$ cat src/rtl/uart_tx_arbiter.sv
// Round-robin arbiter sharing one uart_tx serializer among NUM_CH byte requesters, with a tx_done watchdog.
// Optional inter-frame idle gap enabled by defining UART_ARB_GAP_EN.
module uart_tx_arbiter #(
    parameter int NUM_CH         = 4,
    parameter int TIMEOUT_CYCLES = 1000,
    parameter int GAP_CYCLES     = 16
) (
    input  logic                      clk,
    input  logic                      reset,
    input  logic [NUM_CH-1:0]         req_valid,
    input  logic [NUM_CH*8-1:0]       req_data,
    output logic [NUM_CH-1:0]         req_ready,
    output logic                      tx_start,
    output logic [7:0]                tx_data,
    input  logic                      tx_done,
    output logic                      busy,
    output logic [$clog2(NUM_CH)-1:0] grant_id,
    output logic                      timeout_err
);

    // state | meaning
    // IDLE  | waiting for any req_valid; grants on the edge it sees one
    // WAIT  | frame handed to uart_tx; waiting for tx_done or watchdog expiry
    // GAP   | idle spacing between frames (UART_ARB_GAP_EN builds only)

    localparam int IDW = $clog2(NUM_CH);
    localparam int WDW = $clog2(TIMEOUT_CYCLES + 1);

    if (NUM_CH < 2 || NUM_CH > 8 || TIMEOUT_CYCLES < 2 || GAP_CYCLES < 1) begin : g_bad_param
        $error("uart_tx_arbiter: illegal parameter value");
    end

    typedef enum logic [1:0] {
        IDLE = 2'd0,
        WAIT = 2'd1
`ifdef UART_ARB_GAP_EN
        ,GAP = 2'd2
`endif
    } state_t;

    state_t           state;
    logic [IDW-1:0]   last;
    logic [WDW-1:0]   wd_cnt;
    logic             sel_found;
    logic [IDW-1:0]   sel;
    int               idx;

`ifdef UART_ARB_GAP_EN
    localparam int GPW = $clog2(GAP_CYCLES + 1);
    logic [GPW-1:0]   gap_cnt;
`endif

    // First set req_valid bit scanning upward from the channel after the last grant.
    always_comb begin
        sel_found = 1'b0;
        sel       = '0;
        idx       = 0;
        for (int i = 1; i <= NUM_CH; i++) begin
            idx = int'(last) + i;
            if (idx >= NUM_CH) idx = idx - NUM_CH;
            if (!sel_found && req_valid[idx[IDW-1:0]]) begin
                sel_found = 1'b1;
                sel       = idx[IDW-1:0];
            end
        end
    end

    always_ff @(posedge clk or posedge reset) begin
        if (reset) begin
            state       <= IDLE;
            req_ready   <= '0;
            tx_start    <= 1'b0;
            tx_data     <= 8'h00;
            busy        <= 1'b0;
            grant_id    <= '0;
            timeout_err <= 1'b0;
            wd_cnt      <= '0;
            last        <= IDW'(NUM_CH - 1);
`ifdef UART_ARB_GAP_EN
            gap_cnt     <= '0;
`endif
        end else begin
            req_ready <= '0;
            tx_start  <= 1'b0;
            case (state)
                IDLE: begin
                    if (sel_found) begin
                        tx_data        <= req_data[{sel, 3'b000} +: 8];
                        tx_start       <= 1'b1;
                        req_ready[sel] <= 1'b1;
                        grant_id       <= sel;
                        last           <= sel;
                        wd_cnt         <= '0;
                        busy           <= 1'b1;
                        state          <= WAIT;
                    end
                end
                WAIT: begin
                    // tx_done takes priority over a watchdog expiry in the same cycle
                    if (tx_done) begin
`ifdef UART_ARB_GAP_EN
                        gap_cnt <= '0;
                        state   <= GAP;
`else
                        busy    <= 1'b0;
                        state   <= IDLE;
`endif
                    end else if (wd_cnt == WDW'(TIMEOUT_CYCLES - 1)) begin
                        timeout_err <= 1'b1;
                        busy        <= 1'b0;
                        state       <= IDLE;
                    end else begin
                        wd_cnt <= wd_cnt + 1'b1;
                    end
                end
`ifdef UART_ARB_GAP_EN
                GAP: begin
                    if (gap_cnt == GPW'(GAP_CYCLES - 1)) begin
                        busy  <= 1'b0;
                        state <= IDLE;
                    end else begin
                        gap_cnt <= gap_cnt + 1'b1;
                    end
                end
`endif
                default: begin
                    busy  <= 1'b0;
                    state <= IDLE;
                end
            endcase
        end
    end

endmodule
$ cat config.mk
export PLATFORM = sky130hd
export DESIGN_NAME = uart_tx_arbiter
export DESIGN_NICKNAME = d
export VERILOG_FILES = /design/src/rtl/uart_tx_arbiter.sv
export SDC_FILE = /design/constraint.sdc
export NUM_CORES = 1
export LEC_CHECK = 0
export CORE_ASPECT_RATIO = 1.4
export CORE_MARGIN = 2
export CORE_UTILIZATION = 41
export DETAILED_ROUTE_END_ITERATION = 8
export PLACE_DENSITY_LB_ADDON = 0.08
export SYNTH_ARGS = -nofsm -noshare
export SYNTH_HDL_FRONTEND = slang
export SYNTH_SLANG_ARGS = --single-unit
$ cat constraint.sdc
create_clock -name clk -period 1.73 [get_ports clk]
set_input_delay 0.346 -clock clk [delete_from_list [all_inputs] [get_ports clk]]
set_output_delay 0.346 -clock clk [all_outputs]
set_load 0.01 [all_outputs]
### Yosys cells after proc, flatten, opt, wreduce, memory -nomap -nowiden

Cells that the tools add are included.

* bits in registers: 31
* latch bits: 0
* bits in writable memories: 0
* ROM bits: 0
* bits of input ports: 39
* output and inout port bits: 17
* memories kept: 0

* add/subtract/negate cells: 9
* multiply operators: 0
* div/mod/pow operators: 0
* magnitude comparators: 10
* equality and inequality tests: 6
* shift operators: 1
* mux-type cells: 38
* bitwise logic cells: 1
* reduce and logical (&&, ||, !) cells: 13

Operators by type and width (count)
* variable part select 32 x 6 -> 8 bit: 1
* 2-to-1 mux 10 bit: 3
* 2-to-1 mux 2 bit: 11
* one-hot mux 10 bit (2 select lines): 1
* < comparator 2 x 3 -> 1 bit, second input constant: 5
* 2-to-1 mux 1 bit: 14
* adder 10 x 1 -> 10 bit, second input constant: 1
* == test 10 bit, second input constant: 1
* >= comparator 3 bit, second input constant: 3
* binary-select mux 1 bit (select 2 bit): 4
* 2-to-1 mux 4 bit: 2
* subtractor 2 x 1 -> 2 bit, second input constant: 4
* adder 2 x 2 -> 3 bit, second input constant: 2
* inequality test 2 bit, second input constant: 3
* adder 2 x 3 -> 4 bit, second input constant: 1
* >= comparator 4 x 3 -> 1 bit, second input constant: 1
* logical AND 1 bit: 4
* one-hot mux 2 bit (2 select lines): 1
* AND reduction 2 bit: 2
* AND reduction 4 bit: 1
* adder 2 x 1 -> 3 bit, second input constant: 1
* logical NOT 1 bit: 3
* inequality test 3 bit, second input constant: 1
* AND reduction 3 bit: 1
* 7 further kinds: 7

### Logic depth before layout (Yosys ltp)

* depth after elaboration: 21
* gate-level depth with buffers: 7
* mapped depth without buffers: 6

### Worst setup path after synthesis

No wires, ideal clock.

* path type: register to register
* start point: register last[1]
* end point: register tx_data[1]
* library setup time: 132 ps
* arrival time: 1666 ps
* data required time: 1598 ps
* slack: -68 ps
* stages on the path, launching flop included: 8
* path buffers: 2
* cells stage by stage: dfstp_2 > mux2i_1 > o32ai_2 > a21o_1 > buf_6 > buf_12 > a211oi_2 > a211oi_2

* word-level cells in the longest chain between the ends: 16

Ends and longest elaborated chain
* start: declaration: RTL line 42 `logic [IDW-1:0] last;`
* start signal: assignment: RTL line 78 `last <= IDW'(NUM_CH - 1);`
* start signal: assignment: RTL line 92 `last <= sel;`
* adder 2 x 1 -> 3 bit: RTL line 59 `idx = int'(last) + i;`
* >= comparator 3 bit or subtractor 2 x 1 -> 2 bit (tied branches): RTL line 60 `if (idx >= NUM_CH) idx = idx - NUM_CH;`
* 2-to-1 mux 2 bit: RTL line 60
* binary-select mux 1 bit (select 2 bit): RTL line 61 `if (!sel_found && req_valid[idx[IDW-1:0]]) begin`
* 2-to-1 mux 1 bit (not written as such): RTL line 61
* 2-to-1 mux 1 bit: RTL line 61
* logical NOT 1 bit: RTL line 61
* logical AND 1 bit: RTL line 61
* 2-to-1 mux 1 bit: RTL line 61
* logical NOT 1 bit: RTL line 61
* logical AND 1 bit: RTL line 61
* 2-to-1 mux 1 bit: RTL line 61
* logical NOT 1 bit: RTL line 61
* logical AND 1 bit: RTL line 61
* 2-to-1 mux 2 bit or 2-to-1 mux 1 bit (tied branches): RTL line 61
* variable part select 32 x 6 -> 8 bit or AND reduction 2 bit (tied branches)
* end signal: assignment: RTL line 88 `tx_data <= req_data[{sel, 3'b000} +: 8];`
* end: declaration: RTL line 14 `output logic [7:0] tx_data,`

Several ways; a longest one is shown, not always the timed one. The select of a mux whose other input is x is not followed.
A chain may end at the register's enable or synchronous reset.

### Worst setup path after layout

* start point: register last[1]
* end point: register tx_data[5]

The elaborated chain is that of the path after synthesis.

==> impl_metrics.env <==
export IMPL_hpwl_um=3140
export IMPL_grt_usage=0.2101
export IMPL_globalRouteMet3Util=0.05437
export IMPL_end_kind="register"
export IMPL_area_growth_pct=63.06
export IMPL_vias=1512
export IMPL_crit_arrival_ps=1960
export IMPL_drc=0
export IMPL_clkSinkCount=29
export IMPL_design_core_area_mm2=0.003885
export IMPL_syn_num_nets=199
export IMPL_clockRootBuffer="clkbuf_8"
export IMPL_grt_pass1_wl_um=7320
export IMPL_synthFlopType="dfrtp_1"
export IMPL_via_per_inst=5.362
export IMPL_ir_drop_mv=1.229
export IMPL_post_route_period_util=1.042
export IMPL_row_count=27
export IMPL_hold_class="in2async"
export IMPL_setup_tns_ps=-337.9
export IMPL_synth_avg_cell_area_um2=10.27
export IMPL_met1_usage=0.2236
export IMPL_antenna_found_initial=0
export IMPL_place_congestion=0.7697
export IMPL_start_util=0.4203
export IMPL_cp_start_kind="register"
export IMPL_yosys_warnings=0
export IMPL_crit_chain="and2b_1, o22ai_2, a21o_1, buf_12, mux2i_2, a211oi_2"
export IMPL_max_slew_margin_rel=0.7501
export IMPL_synth_area_mm2=0.001633
export IMPL_rsz0062_at_grt="yes"
export IMPL_synthSimpleGateAreaFrac=0.1364
export IMPL_io_pins=56
export IMPL_dr_pass1_iters=4
export IMPL_fin_cells=282
export IMPL_multi_input_comb_area_um2=955.9
export IMPL_synth_compound_area_frac=0.2421
export IMPL_drt_iter0_drc=36
export IMPL_clock_fmax_mhz=554.8
export IMPL_synth_cell_type_count=37
export IMPL_antennaDiodeCount=0
export IMPL_slew_viol_final=0
export IMPL_overflow=0
export IMPL_ctsHtreeMaxLevel=2
export IMPL_critical_path_top_delay_family="flip-flops"
export IMPL_violations="negative setup slack"
export IMPL_grt_util_met2=0.3908
export IMPL_cp_num_buf_inv=1
export IMPL_min_period_ps=1802
export IMPL_hold_violations=0
export IMPL_grt_pass1_vias=1577
export IMPL_path_clk_slew_ps=70
export IMPL_ff_latch_area_um2=728.2
export IMPL_port_buffers=55
export IMPL_crit_required_ps=1890
export IMPL_yosys_area_top_type_share=0.4138
export IMPL_fin_area_mm2=0.002663
export IMPL_cts_tree="yes"
export IMPL_setup_viol=8
export IMPL_max_cap_viol_count=0
export IMPL_grt_busiest_layer="met2"
export IMPL_synth_xor_area_frac=0.04291
export IMPL_nNetsFinal=278
export IMPL_clk_latency_ps=290
export IMPL_power_density_mw_per_mm2=1410
export IMPL_crit_type="reg2reg"
export IMPL_p_leak_uw=0.001125
export IMPL_synth_area_leaders="dfrtp_1 41%, a211oi_2 11%, mux2i_1 5.5%"
export IMPL_synth_top_cell_by_area="dfrtp_1"
export IMPL_ys_ff_latch=29
export IMPL_fin_worst_skew_ps=12.21
export IMPL_hold_buffers=0
export IMPL_yosysSeqAreaShare=0.4460
export IMPL_wire_per_inst_um=16.06
export IMPL_slowest_stage="dfstp_2"
export IMPL_async_reset_ff_frac=1.000
export IMPL_grt_max_degree=30
export IMPL_dieHeight_um=78.67
export IMPL_fill_cells=291
export IMPL_cts_made_buffers=5
export IMPL_outcome="finished with violations"
export IMPL_dp_cells=269
export IMPL_fin_ws_ps=-72.34
export IMPL_synth_adder_area_share=0.007663
export IMPL_cpPeakStageDelay_ps=600
export IMPL_place_area_mm2=0.002338
export IMPL_drtAntennaViolNets=0
export IMPL_synth_mux_area_frac=0.05517
export IMPL_die_w_um=57.34
export IMPL_dieArea_mm2=0.004511
export IMPL_drt_wl_total_um=4529
export IMPL_synth_cells=159
export IMPL_synth_edf_count=0
export IMPL_drive_gt1_frac=0.3305
export IMPL_synth_top_family_by_area="compound AO/OA/AOI/OAI gates"
export IMPL_crit_fanout=19
export IMPL_clock_path_buffers=2
export IMPL_rrSetupSlack_ps=-70
export IMPL_tightest_slew_ps=374.9
what timing repair did:
item | 4_1_cts | 5_1_grt
endpoints found under the setup margin | 13 | 20
gates resized for setup | 21 | 22
pin swaps | 11 | 5
buffers inserted | 5 | 1
hold endpoints to repair | 0 | 0
cells by family after synthesis:
group           count (synthesis)
simple gates                   47
flops                          29
compound gates                 42
buf+inv                        23
mux                             9
xor+xnor                        8
fa+ha+maj                       1
area by class of cell:
cell class	count	share of cell area
Clock buffer	6	0.02726
Tap cell	43	0.02021
Timing Repair Buffer	79	0.2843
Sequential cell	29	0.2735
Multi-Input combinational cell	107	0.3590
Clock inverter	2	0.01316
Inverter	16	0.02256
Yosys cell counts (2+ instances only):
library cell and instances:
a211oi_2 14, nand2_1 7, dfstp_2 2, a21o_1 3, inv_1 14, buf_2 2, mux2i_1 9, xnor2_1 8
inv_2 2, nor2_1 22, dfrtp_1 27, a21oi_1 4, o21ai_0 2, a211oi_1 12, a2111oi_1 2, nand3_1 7
and2_1 2
metal layers:
metal | vias up | part of all wire
met5 | - | 0
met4 | 0 | 0.013
met3 | 6 | 0.054
met2 | 42 | 0.54
met1 | 747 | 0.40
li1 | 717 | -
sequential cells by signal, indices dropped and copies added, names as in the netlist:
name         flops
grant_id         2
tx_start         1
busy             1
wd_cnt          10
timeout_err      1
tx_data          8
last             2
req_ready        4
report_power, final:
part	leakage, uW	switching [uW]	internal [uW]
clock network	0.0000552	265	427
registers	0.000362	155	917
logic	0.000707	957	1030
total	0.00112	1380	2380
tightest hold or removal path: stages:
cell             delay (ps)
clkdlybuf4s50_1         400
inv_1                    50
buf_4                   340
final timing paths:
kind                                          from                      end  cells past startpoint
setup / recovery               last[1]$_DFFE_PP1P_   tx_data[5]$_DFFE_PP0P_                      6
hold / removal                               reset   req_ready[0]$_DFF_PP0_                      3
setup reg to reg               last[1]$_DFFE_PP1P_   tx_data[5]$_DFFE_PP0P_                      6
hold reg to reg            timeout_err$_DFFE_PP0P_  timeout_err$_DFFE_PP0P_                      1
max in group asynchronous                    reset      last[1]$_DFFE_PP1P_                      3
min in group clk           timeout_err$_DFFE_PP0P_  timeout_err$_DFFE_PP0P_                      1
placed cells by master, fill, tap and decap left out, types with 2 or more instances in the layout:
| cell type | instances |
|---|---|
| clkdlybuf4s50_1 | 50 |
| dfrtp_1 | 27 |
| nor2_1 | 21 |
| a211oi_2 | 20 |
| buf_4 | 20 |
| inv_1 | 13 |
| xnor2_1 | 8 |
| mux2i_1 | 7 |
| nand3_1 | 7 |
| nand2_1 | 5 |
| a211oi_4 | 5 |
| clkbuf_8 | 5 |
| a21oi_1 | 4 |
| a21o_1 | 3 |
| inv_2 | 3 |
| dlygate4sd2_1 | 3 |
| nand2_2 | 2 |
| o32ai_2 | 2 |
| mux2i_2 | 2 |
| a2111oi_2 | 2 |
| o21ai_0 | 2 |
| dfstp_2 | 2 |
| buf_12 | 2 |
| buf_6 | 2 |
per-stage QoR:
step | power (uW) | hold WS, ps | worst slack, ps | util
3_5_place_dp | 2770 | 447.1 | -541.7 | 0.6019
4_1_cts | 3662 | 446.4 | -56.82 | 0.6589
3_3_place_gp | 2718 | 443.6 | -436.3 | 0.6019
6_report | 3753 | 436.3 | -72.34 | 0.6853
5_1_grt | 3977 | 482.3 | -129.5 | 0.6853
2_1_floorplan | 2017 | 422.6 | -67.89 | -
Note: power is estimated with default switching activity, not from simulation.
